==> src/rtl/shared_vram_arbiter.sv <==
// CPU A / CPU B arbiter for the shared VRAM and work RAM: drives AB_Sel, the WAITn stalls and BUSY.
// Optional ownership watchdog is enabled with `define ARB_TIMEOUT_EN (otherwise ARB_TOUTn is tied high).
module shared_vram_arbiter #(
    parameter int unsigned SETTLE_CYC  = 1,
    parameter int unsigned TIMEOUT_CYC = 1024
) (
    input  logic clk,
    input  logic RESETn,
    input  logic A_REQn,
    input  logic B_REQn,
    output logic AB_Sel,
    output logic A_WAITn,
    output logic B_WAITn,
    output logic BUSY,
    output logic ARB_TOUTn
);

    typedef enum logic [1:0] {
        IDLE,
        TURN,
        OWN_A,
        OWN_B
    } state_t;

    localparam logic [2:0] SETTLE_LD = 3'(SETTLE_CYC);

    if (SETTLE_CYC < 1 || SETTLE_CYC > 7) begin : g_bad_settle
        $error("SETTLE_CYC must be in 1..7");
    end
    if (TIMEOUT_CYC < 2 || TIMEOUT_CYC > 65535) begin : g_bad_timeout
        $error("TIMEOUT_CYC must be in 2..65535");
    end

    state_t     state_q, state_d;
    logic       ab_sel_q, ab_sel_d;
    logic       busy_q, busy_d;
    logic       last_owner_q, last_owner_d;   // 0 = A, 1 = B
    logic       target_q, target_d;           // pending owner while in TURN
    logic [2:0] settle_q, settle_d;

    logic a_req;
    logic b_req;
    logic winner;

`ifdef ARB_TIMEOUT_EN
    localparam logic [15:0] WDOG_LIMIT = 16'(TIMEOUT_CYC - 1);

    logic [15:0] wdog_q, wdog_d;
    logic        tout_n_q, tout_n_d;
`endif

    assign a_req  = ~A_REQn;
    assign b_req  = ~B_REQn;
    // On a tie the CPU that did not own the bus last goes first.
    assign winner = (a_req && b_req) ? ~last_owner_q : b_req;

    always_comb begin
        state_d      = state_q;
        ab_sel_d     = ab_sel_q;
        last_owner_d = last_owner_q;
        target_d     = target_q;
        settle_d     = settle_q;
`ifdef ARB_TIMEOUT_EN
        wdog_d       = wdog_q;
        tout_n_d     = tout_n_q;
`endif

        unique case (state_q)
            IDLE: begin
                if (a_req || b_req) begin
                    if (winner == ab_sel_q) begin
                        state_d = winner ? OWN_B : OWN_A;
                    end else begin
                        state_d  = TURN;
                        ab_sel_d = winner;
                        target_d = winner;
                        settle_d = SETTLE_LD;
                    end
                end
            end

            TURN: begin
                if (settle_q <= 3'd1) begin
                    settle_d = '0;
                    if (target_q ? b_req : a_req) begin
                        state_d = target_q ? OWN_B : OWN_A;
                    end else begin
                        state_d = IDLE;
                    end
                end else begin
                    settle_d = settle_q - 3'd1;
                end
            end

            OWN_A: begin
                if (!a_req) begin
                    if (b_req) begin
                        state_d  = TURN;
                        ab_sel_d = 1'b1;
                        target_d = 1'b1;
                        settle_d = SETTLE_LD;
                    end else begin
                        state_d = IDLE;
                    end
                end
`ifdef ARB_TIMEOUT_EN
                else if (b_req && wdog_q == WDOG_LIMIT) begin
                    state_d      = TURN;
                    ab_sel_d     = 1'b1;
                    target_d     = 1'b1;
                    settle_d     = SETTLE_LD;
                    last_owner_d = 1'b0;
                    tout_n_d     = 1'b0;
                end
`endif
            end

            OWN_B: begin
                if (!b_req) begin
                    if (a_req) begin
                        state_d  = TURN;
                        ab_sel_d = 1'b0;
                        target_d = 1'b0;
                        settle_d = SETTLE_LD;
                    end else begin
                        state_d = IDLE;
                    end
                end
`ifdef ARB_TIMEOUT_EN
                else if (a_req && wdog_q == WDOG_LIMIT) begin
                    state_d      = TURN;
                    ab_sel_d     = 1'b0;
                    target_d     = 1'b0;
                    settle_d     = SETTLE_LD;
                    last_owner_d = 1'b1;
                    tout_n_d     = 1'b0;
                end
`endif
            end

            default: state_d = IDLE;
        endcase

        if (state_d == OWN_A && state_q != OWN_A) begin
            last_owner_d = 1'b0;
        end
        if (state_d == OWN_B && state_q != OWN_B) begin
            last_owner_d = 1'b1;
        end

        busy_d = (state_d == OWN_A) || (state_d == OWN_B);

`ifdef ARB_TIMEOUT_EN
        // Only contended ownership cycles count; any state change restarts the count.
        if (state_d != state_q) begin
            wdog_d = '0;
        end else if ((state_q == OWN_A && b_req) || (state_q == OWN_B && a_req)) begin
            wdog_d = wdog_q + 16'd1;
        end
`endif
    end

    always_ff @(posedge clk or negedge RESETn) begin
        if (!RESETn) begin
            state_q      <= IDLE;
            ab_sel_q     <= 1'b0;
            busy_q       <= 1'b0;
            last_owner_q <= 1'b1;
            target_q     <= 1'b0;
            settle_q     <= '0;
`ifdef ARB_TIMEOUT_EN
            wdog_q       <= '0;
            tout_n_q     <= 1'b1;
`endif
        end else begin
            state_q      <= state_d;
            ab_sel_q     <= ab_sel_d;
            busy_q       <= busy_d;
            last_owner_q <= last_owner_d;
            target_q     <= target_d;
            settle_q     <= settle_d;
`ifdef ARB_TIMEOUT_EN
            wdog_q       <= wdog_d;
            tout_n_q     <= tout_n_d;
`endif
        end
    end

    assign AB_Sel  = ab_sel_q;
    assign BUSY    = busy_q;
    assign A_WAITn = ~RESETn | ~(a_req && state_q != OWN_A);
    assign B_WAITn = ~RESETn | ~(b_req && state_q != OWN_B);

`ifdef ARB_TIMEOUT_EN
    assign ARB_TOUTn = tout_n_q;
`else
    assign ARB_TOUTn = 1'b1;
`endif

endmodule

==> config.mk <==
export PLATFORM = sky130hd
export DESIGN_NAME = shared_vram_arbiter
export DESIGN_NICKNAME = d
export VERILOG_FILES = /design/src/rtl/shared_vram_arbiter.sv
export SDC_FILE = /design/constraint.sdc
export NUM_CORES = 1
export LEC_CHECK = 0
export BUFFER_PORTS_ARGS = -buffer_cell sky130_fd_sc_hd__buf_2
export CAP_MARGIN = 20
export CORE_ASPECT_RATIO = 0.9
export CORE_MARGIN = 2
export CORE_UTILIZATION = 25
export CTS_CLUSTER_SIZE = 12
export DETAILED_ROUTE_END_ITERATION = 6
export PLACE_DENSITY = 0.4
export SLEW_MARGIN = 20
export SYNTH_ARGS = -nofsm -noshare
export SYNTH_HDL_FRONTEND = slang
export SYNTH_SLANG_ARGS = --single-unit
==> constraint.sdc <==
create_clock -name clk -period 2.35 [get_ports clk]
set_clock_uncertainty 0.15 [all_clocks]
set_input_delay 0.47 -clock clk [delete_from_list [all_inputs] [get_ports clk]]
set_output_delay 0.47 -clock clk [all_outputs]
set_load 0.02 [all_outputs]
======== Word-level counts from Yosys, hierarchy flattened ========
Cells that the tools add are included.
cells by class
  add/sub/neg operators ................... 1
  magnitude comparators ................... 1
  equality and inequality tests ........... 14
  multiplexer cells ....................... 30
  bitwise gates (word level) .............. 8
  reductions and logical operators ........ 12
operator list
  kind                                                                    number
  3-bit 2-to-1 mux                                                        7
  2-bit inequality test (second input constant)                           8
  1-bit 2-to-1 mux                                                        14
  2-bit 2-to-1 mux                                                        6
  3-bit case mux with 4 select lines                                      1
  2-bit equality test (second input constant)                             4
  2-bit case mux with 4 select lines                                      1
  7-bit AND reduction                                                     1
  1-bit NOT                                                               6
  6-bit AND reduction                                                     1
  1-bit logical AND                                                       5
  3-bit by 1-bit <= comparator with 1-bit output (second input constant)  1
  1-bit case mux with 3 select lines                                      1
  3-bit nonzero test                                                      1
  3-bit by 1-bit subtractor with 3-bit output (second input constant)     1
  2-bit by 1-bit equality test with 1-bit output (second input constant)  1
  2-bit logical NOT                                                       1
  1-bit logical OR                                                        2
  1-bit bitwise OR                                                        2
  2-bit nonzero test                                                      1
  1-bit equality test                                                     1
storage, ports and cells
  register bits ........................... 8
  bits of input ports ..................... 4
  output and inout bits ................... 5
  word-level logic and storage cells ...... 71

======== Longest topological paths before layout ========
Gate-level depths: netlist of run 1.
  word-level depth ........................ 11
  mapped depth ............................ 8

======== Worst setup path after synthesis of run 1 ========
No wires, ideal clock.
  path kind ............................... input-to-reg
  from .................................... input A_REQn
  to ...................................... register target_q
  library setup time ...................... 0.095 ns
  arrival time ............................ 1.503 ns
  data required time ...................... 2.105 ns
  path slack .............................. 0.601 ns
  cell stages on the path ................. 7
  cell sequence ........................... inv_1 > a21o_1 > ha_1 > o21a_1 > o21ai_1 > o21ai_0 > o31ai_1
between the ends
  cells in the longest elaborated chain, start to end .. 6
  elaborated cells on any way between the ends .. 13
  classes of those cells .................. 5 x eq/ne; 4 x mux; 1 x bitwise; 3 x reduce/logical
ends and longest elaborated chain
  what                                                                                               line  source
  start, declared                                                                                    9     input logic A_REQn,
  1-bit NOT                                                                                          52    assign a_req = ~A_REQn;
  1-bit logical AND                                                                                  55    assign winner = (a_req && b_req) ? ~last_owner_q : b_req;
  1-bit 2-to-1 mux                                                                                   55
  1-bit equality test / 1-bit 2-to-1 mux (equally long branches)                                     71    if (winner == ab_sel_q) begin
  2-bit inequality test (no source line) / 1-bit 2-to-1 mux (equally long branches)                  -
  7-bit AND reduction (no source line) / 1-bit case mux with 3 select lines (equally long branches)  -
  end signal, assigned                                                                               180   target_q <= target_d;
  end, declared                                                                                      38    logic target_q, target_d;
Several ways; a longest one is shown, not always the timed one. The select of a mux whose other input is x is not followed.
A chain may end at the register's enable or synchronous reset.

======== Worst setup path in the final report of run 1 ========
  from .................................... input RESETn
  to ...................................... output A_WAITn
between the ends
  cells in the longest elaborated chain, start to end .. 2
ends and longest elaborated chain
  what              line  source
  start, declared   8     input logic RESETn,
  1-bit NOT         191   assign A_WAITn = ~RESETn | ~(a_req && state_q != OWN_A);
  1-bit bitwise OR  191
  end, declared     12    output logic A_WAITn,
Every way passes these cells.

==> reports/results.ini, run 1 <==
[detailed_routing]
drt_wl_total_um = 1120
wl_per_cell_um = 10.9
postRouteAntennaNets = 0
vias = 486
first_iter_violations = 6
drc_errors = 0
vias_per_cell = 4.72
dr.pass1.iters = 4

[global_routing]
grt_antenna_before_repair = 0
grt_start_max_net_pins = 14
grt_pass1_wl_um = 2050
grt_usage_pct = 10.2
grt_pass1_vias = 467
grt_overflow = 0

[sta]
post-route-min-period_ns = 2.11
setup_viol = 0
hold_violations = 0
fmax_ghz = 0.473
rsz0062_at_grt = false
finalMaxSlewViolations = 0
tns_ns = 0
period_share_pct = 90.0

[logic_synthesis]
yosysWarnings = 0
yosys.area_share.simple_pct = 26.4
synth_top_family_by_area = simple AND/OR/NAND/NOR gates
yosys_register_bits = 8
syn_area_um2 = 564
synth_mux_area_share_pct = 1.77
synthAdderAreaFrac_pct = 6.65
synth_xor_area_share_pct = 0
seq_area_frac_synth_pct = 35.7
syn-mean-instance-area_um2 = 8.42
synth-compound-area-share_pct = 21.7
synthCells = 67
syn_nets = 74
synth_cell_types = 31

[clocking]
clock_tree.root_cell = clkbuf_4
cts_sinks = 8
clk_pin_slew_ns = 0.06
cts_resized = 0
cts_max_level = 1
clk_path_buf_depth = 2
clk_latency_ns = 0.26
cts_setup_buffers = 0
cts_tree = built
cts-buffers-inserted = 3
cts_hold_buffers = 1

[critical_path]
cpMostUsedCell = buf_2
crit_type = primary input to output port
crit_slowest_cell = dlygate4sd3_1
worst_setup_path_end_kind = output port
worstSetupStartpointType = primary input
critical-path-top-delay-family = buffers and inverters
arrival_ns = 1.49
path_max_fanout = 10
cpPeakStageDelay_ns = 0.52
cp.buffers_inverters = 3
worstPathCellList = dlygate4sd3_1 > buf_2 > nand3_1 > buf_2
crit_required_ns = 1.73

[placed_design]
gp_congestion = 0.700
place_hpwl_um = 867
io_buffers = 7

[die]
die_y_um = 49.1
coreArea_um2 = 2160
ios = 9
dieArea_um2 = 2650
rows = 16
initial_core_util_pct = 26.1
dieWidth_um = 54.1

[worst_hold_path]
hold_path.class = register to register

[cells_and_area]
final_util_pct = 30.2
area_growth_pct = 15.5
drive_above_1_share_pct = 15.8
diodes = 0
fin_nets = 84

[flow_run]
maxCapViolCount = 0

[power]
power_density_nw_per_um2 = 1290
vdd_drop_max_mv = 0.486
power_uw = 843
power.leakage_nw = 0.289

[run_status]
status = finished clean

==> cell families (layout without fill, tap and decap cells) <==
kind of cell / after synthesis / in the layout
simple gates: 27 / 27
fa+ha+maj: 3 / 3
mux: 1 / 1
buf+inv: 9 / 18
flops: 8 / 8
other cells: 1 / 1
compound gates: 18 / 18
==> power by group <==
part	leakage [nW]	switching (mW)	internal, mW
clock network	0.0150	0.0488	0.0651
registers	0.0979	0.0812	0.204
logic	0.176	0.244	0.199
==> final timing paths <==
check,startpoint,endpoint,slack [ns],depth (start not counted)
max,RESETn,A_WAITn,0.24,4
min,settle_q[2]$_DFFE_PN0P_,settle_q[2]$_DFFE_PN0P_,0.33,1
max reg2reg,last_owner_q$_DFFE_PN1P_,last_owner_q$_DFFE_PN1P_,0.49,7
min reg2reg,settle_q[2]$_DFFE_PN0P_,settle_q[2]$_DFFE_PN0P_,0.33,1
max in group asynchronous,RESETn,last_owner_q$_DFFE_PN1P_,1.34,2
min in group asynchronous,RESETn,settle_q[2]$_DFFE_PN0P_,0.45,2
==> stage by stage <==
| stage | instance area (µm²) | setup WS [ns] | hold slack, ns | instances |
|---|---|---|---|---|
| global placement | 616 | 0.266 | 0.201 | 98 |
| CTS | 652 | 0.206 | 0.331 | 103 |
| detailed placement | 616 | 0.276 | 0.198 | 98 |
| floorplan | 564 | 0.601 | 0.0244 | 67 |
| finish | 652 | 0.236 | 0.327 | 103 |
| global route | 652 | 0.118 | 0.351 | 103 |
==> layer usage <==
metal  vias to the layer above  wire length, µm  global-route usage [%]
li1                        251                -                       -
met1                       224              571                    14.8
met2                         9              486                    14.2
met3                         2               52                    3.68
met4                         0                8                    2.50
met5                         -                0                       0
==> cells in the final DEF (no fill, tap or decap), types with 2 or more instances in the layout <==
cell type / count
inv_1: 6
nand4_1: 2
nand2_1: 7
nor2b_1: 3
nor2_1: 4
o21ai_0: 2
o21ai_1: 4
clkbuf_4: 3
o31ai_1: 2
buf_2: 7
a21oi_1: 2
dfrtp_1: 7
ha_1: 3
nand2b_1: 3
nand3b_1: 3
==> state kept, by name (all words and copies together), names as in the netlist <==
register	count
BUSY	1
state_q	2
settle_q	3
target_q	1
last_owner_q	1
==> cells in the mapped netlist, drive strengths merged <==
cell | n | area (µm²)
inv | 6 | 22.5
nand3b | 3 | 22.5
a31oi | 1 | 6.26
dfstp | 1 | 26.3
buf | 3 | 17.5
nand2b | 4 | 27.5
o21a | 1 | 7.51
or2 | 1 | 6.26
nand3 | 1 | 5.00
o2111a | 1 | 11.3
or3b | 1 | 8.76
nor2b | 3 | 18.8
a21oi | 2 | 10.0
nor2 | 4 | 15.0
o21bai | 1 | 7.51
nand4 | 2 | 12.5
ha | 3 | 37.5
nand2 | 7 | 26.3
a21o | 1 | 7.51
dfrtp | 7 | 175
o221a | 1 | 11.3
o211ai | 1 | 7.51
a2bb2oi | 1 | 8.76
conb | 1 | 3.75
o31ai | 2 | 15.0
o21ai | 6 | 30.0
and2 | 1 | 6.26
mux2i | 1 | 10.0
==> cell type report <==
type,instances,area [µm²]
Sequential cell,8,201
Multi-Input combinational cell,50,323
Inverter,6,22.5
Fill cell,250,1510
Clock buffer,4,26.3
Timing Repair Buffer,8,45.0
Tap cell,27,33.8
(Power assumes the default switching activity.)
==> run 2: changes to the inputs <==
- CORE_UTILIZATION: 25 -> 30
- PLACE_DENSITY: 0.4 -> 0.59
==> run 2 against run 1 <==
Compared with the run above: non-clock buffer count unchanged; total power grew 0.84%; worst hold slack improved by 0.0018 ns; first-iteration DRC count increased to 3.3 times the previous value; via count decreased by 0.21%; core utilization up 7.6 points; final cell count is 2.9% lower; maximum frequency is 0.30% lower; combinational power about the same; clock power increased by 4%; cell area is 0.58% lower; flip-flop and latch count unchanged; critical path type unchanged; largest power group unchanged; highest routed layer unchanged.
==> reports/results.ini, run 2 (synthesis results as in run 1) <==
[cells_and_area]
largest_register_ffs = 3
final_area_um2 = 648
fin_nets = 84
drive_above_1_share_pct = 15.8
area_growth_pct = 14.9
final_util_pct = 37.8
mostFrequentLayoutCells = dfrtp_1, nand2_1, buf_2
regMostFlops = settle_q
diodes = 0
fillers = 194
finalNonFillerCells = 100
reg_top3 = settle_q (3), state_q (2)

[critical_path]
regToRegSetupSlack_ns = 0.51
crit_type = primary input to output port
r2r_start = state_q[1]$_DFF_PN0_
crit_required_ns = 1.73
worst_setup_path_end_kind = output port
critPathLaunch = RESETn
arrival_ns = 1.50
ff2ff_path_depth = 5
r2r_end = last_owner_q$_DFFE_PN1P_
crit_path_end = A_WAITn
worstSetupStartpointType = primary input
path_max_fanout = 10

[detailed_routing]
vias_per_cell = 4.85
first_iter_violations = 20
drt_wl_total_um = 1140
vias = 485
postRouteAntennaNets = 0
dr.pass1.iters = 4
wl_per_cell_um = 11.4
drc_errors = 0

[global_routing]
grt_antenna_before_repair = 0
grt_pass1_vias = 485
grt_pass1_wl_um = 2100
grt_start_max_net_pins = 14
grt_usage_pct = 13.2
grt_overflow = 0

[die]
initial_core_util_pct = 32.9
ios = 9
die_y_um = 45.1
coreArea_um2 = 1720
rows = 14
dieWidth_um = 49.7
dieArea_um2 = 2240

[power]
clock_power_share_pct = 13.9
intPower_uw = 468
swShare_pct = 44.9
power.leakage_nw = 0.289
vdd_drop_max_mv = 0.579
power_density_nw_per_um2 = 1310
power_uw = 850
p_seq_share_pct = 33.5
p_sw_uw = 382
pwr-share-comb_pct = 52.6

[sta]
period_share_pct = 90.2
finalMaxSlewViolations = 0
hold_violations = 0
rsz0062_at_grt = false
holdWs_ns = 0.329
post-route-min-period_ns = 2.12
layout_setup_ws_ns = 0.230
tns_ns = 0
fmax_ghz = 0.472
setup_viol = 0

[clocking]
clk_latency_ns = 0.26
cts_resized = 0
clk_pin_slew_ns = 0.06
cts_max_level = 1
cts_setup_buffers = 0
cts-buffers-inserted = 3
cts_tree = built
clk_path_buf_depth = 2
cts_sinks = 8
clock_tree.root_cell = clkbuf_4

[placed_design]
place_hpwl_um = 808
gp_congestion = 0.723
io_buffers = 7
post-place-ws_ns = 0.302
placed_area_um2 = 612
placed_cells = 95

[run_status]
status = finished clean

[flow_run]
maxCapViolCount = 0

[worst_hold_path]
hold_path.class = register to register

## run 2: routing by layer
| layer | track usage [%] | vias to the layer above | wire length [µm] |
|---|---|---|---|
| met3 | 5.96 | 2 | 82 |
| met4 | 5.00 | 0 | 10 |
| met5 | 0 | - | 0 |
| met2 | 19.5 | 23 | 422 |
| met1 | 17.1 | 211 | 622 |
| li1 | - | 249 | - |
## run 2: area by class of cell
cell class	count	area, µm²	area share [%]
inverters	6	22.5	3.47
repair buffers	8	45.0	6.95
clock buffers	4	26.3	4.05
multi-input cells	50	323	49.8
flip-flops and latches	8	201	31.1
well taps	24	30.0	4.63
## run 2: how the worst min path moves through the flow
stage,from,cells after the start,end
floorplan,RESETn,0,BUSY$_DFF_PN0_
global placement,RESETn,1,settle_q[1]$_DFFE_PN0P_
detailed placement,RESETn,1,settle_q[1]$_DFFE_PN0P_
CTS,settle_q[2]$_DFFE_PN0P_,1,settle_q[2]$_DFFE_PN0P_
global route,settle_q[2]$_DFFE_PN0P_,1,settle_q[2]$_DFFE_PN0P_
finish,settle_q[2]$_DFFE_PN0P_,1,settle_q[2]$_DFFE_PN0P_
## run 2: power by group through the flow
stage | Sequential [mW] | Clock, mW | Combinational, mW
after floorplan | 0.260 | 0 | 0.375
after global placement | 0.285 | 0 | 0.435
after detailed placement | 0.283 | 0 | 0.438
after CTS | 0.283 | 0.124 | 0.445
after global routing | 0.301 | 0.136 | 0.511
final | 0.285 | 0.118 | 0.446
## run 2: worst max-delay path: stages
cell and delay [ns]:
dlygate4sd3_1 0.52, buf_2 0.24, nand3_1 0.10, buf_2 0.17
## run 2: what timing repair did
item	4_1_cts	5_1_grt
hold endpoints to repair	7	0
endpoints found under the setup margin	0	0
hold buffers	1	0
==> run 3: changes to the inputs <==
- REMOVE_ABC_BUFFERS: not set -> 1
==> run 3 against run 2 <==
Compared with the run above: via count down 0.62%; global-route usage decreased by 1.1 points; count of clock-buffer cells in the layout unchanged; total power decreased by 0.83%; maximum frequency up 0.58%; worst setup slack better by 0.012 ns; clock power fell by 3%; wire length fell by 1.4%; register-to-register slack lost 0.05 ns; sequential power rose by 2%; cell area unchanged; largest cell class unchanged.
==> reports/results.ini, run 3 (synthesis results as in run 1) <==
[cells_and_area]
diodes = 0
finalNonFillerCells = 100
regMostFlops = settle_q
reg_top3 = settle_q (3), state_q (2)
fin_nets = 84
largest_register_ffs = 3
area_growth_pct = 14.9
final_area_um2 = 648
mostFrequentLayoutCells = dfrtp_1, nand2_1, buf_2
final_util_pct = 37.8
drive_above_1_share_pct = 15.8

[sta]
post-route-min-period_ns = 2.11
fmax_ghz = 0.474
period_share_pct = 89.7
layout_setup_ws_ns = 0.242
tns_ns = 0
hold_violations = 0
setup_viol = 0
rsz0062_at_grt = false
finalMaxSlewViolations = 0

[clocking]
cts_resized = 0
clk_latency_ns = 0.26
clk_pin_slew_ns = 0.06
cts_hold_buffers = 1
cts-buffers-inserted = 3
cts_sinks = 8
cts_max_level = 1
clk_path_buf_depth = 2
cts_setup_buffers = 0
clock_tree.root_cell = clkbuf_4
cts_tree = built

[die]
coreArea_um2 = 1720
ios = 9
rows = 14
initial_core_util_pct = 32.9
dieWidth_um = 49.7
dieArea_um2 = 2240
die_y_um = 45.1

[flow_run]
maxCapViolCount = 0

[critical_path]
path_max_fanout = 10
r2r_end = last_owner_q$_DFFE_PN1P_
worst_setup_path_end_kind = output port
crit_path_end = B_WAITn
critPathLaunch = RESETn
regToRegSetupSlack_ns = 0.46
r2r_start = state_q[1]$_DFF_PN0_
worstSetupStartpointType = primary input
ff2ff_path_depth = 5
crit_type = primary input to output port
arrival_ns = 1.49
crit_required_ns = 1.73

[detailed_routing]
vias = 482
drc_errors = 0
vias_per_cell = 4.82
dr.pass1.iters = 4
wl_per_cell_um = 11.2
drt_wl_total_um = 1120
postRouteAntennaNets = 0
first_iter_violations = 10

[global_routing]
grt_pass1_wl_um = 2010
grt_usage_pct = 12.1
grt_antenna_before_repair = 0
grt_start_max_net_pins = 14
grt_pass1_vias = 472
grt_overflow = 0

[power]
power_density_nw_per_um2 = 1300
power.leakage_nw = 0.289
vdd_drop_max_mv = 0.342

[placed_design]
place_hpwl_um = 839
io_buffers = 7
post-place-ws_ns = 0.309
placed_cells = 95
gp_congestion = 0.780
placed_area_um2 = 612

[worst_hold_path]
hold_path.class = register to register

[run_status]
status = finished clean

==> run 3: worst max-delay path, stage by stage <==
cell,delay (ns)
dlygate4sd3_1,0.52
buf_2,0.23
nand3b_1,0.10
buf_2,0.17
==> run 3: layout make-up <==
class | instances | area [µm²]
timing repair buffer | 8 | 45.0
clock buffer | 4 | 26.3
sequential | 8 | 201
fill | 188 | 1070
inverter | 6 | 22.5
tap | 24 | 30.0
multi-input combinational | 50 | 323
==> run 3: metrics by stage <==
step / hold WS [ns] / power [mW]
final: 0.325 / 0.842
after global routing: 0.350 / 0.933
after CTS: 0.324 / 0.852
after detailed placement: 0.189 / 0.726
after global placement: 0.189 / 0.721
after floorplan: 0.0244 / 0.619
==> run 3: routing by layer <==
| metal | wire (µm) | up-vias | part of all wire [%] | track usage, % |
|---|---|---|---|---|
| met2 | 455 | 14 | 41 | 19.2 |
| met1 | 573 | 217 | 51 | 14.6 |
| met5 | 0 | - | 0 | 0 |
| met4 | 24 | 0 | 2.1 | 6.67 |
| met3 | 68 | 2 | 6.1 | 4.30 |
| li1 | - | 249 | - | - |
==> run 3: report_power, final <==
group	switching (mW)	internal (mW)	total (mW)
clock network	0.0492	0.0651	0.114
logic	0.240	0.198	0.438
registers	0.0856	0.204	0.290
==> run 3: worst min path at each step <==
stage	startpoint	to	slack (ns)	cells after the start
global placement	RESETn	settle_q[1]$_DFFE_PN0P_	0.19	1
detailed placement	RESETn	settle_q[2]$_DFFE_PN0P_	0.19	1
CTS	settle_q[2]$_DFFE_PN0P_	settle_q[2]$_DFFE_PN0P_	0.32	1
finish	settle_q[2]$_DFFE_PN0P_	settle_q[2]$_DFFE_PN0P_	0.32	1
floorplan	RESETn	BUSY$_DFF_PN0_	0.02	0
global route	settle_q[2]$_DFFE_PN0P_	settle_q[2]$_DFFE_PN0P_	0.35	1
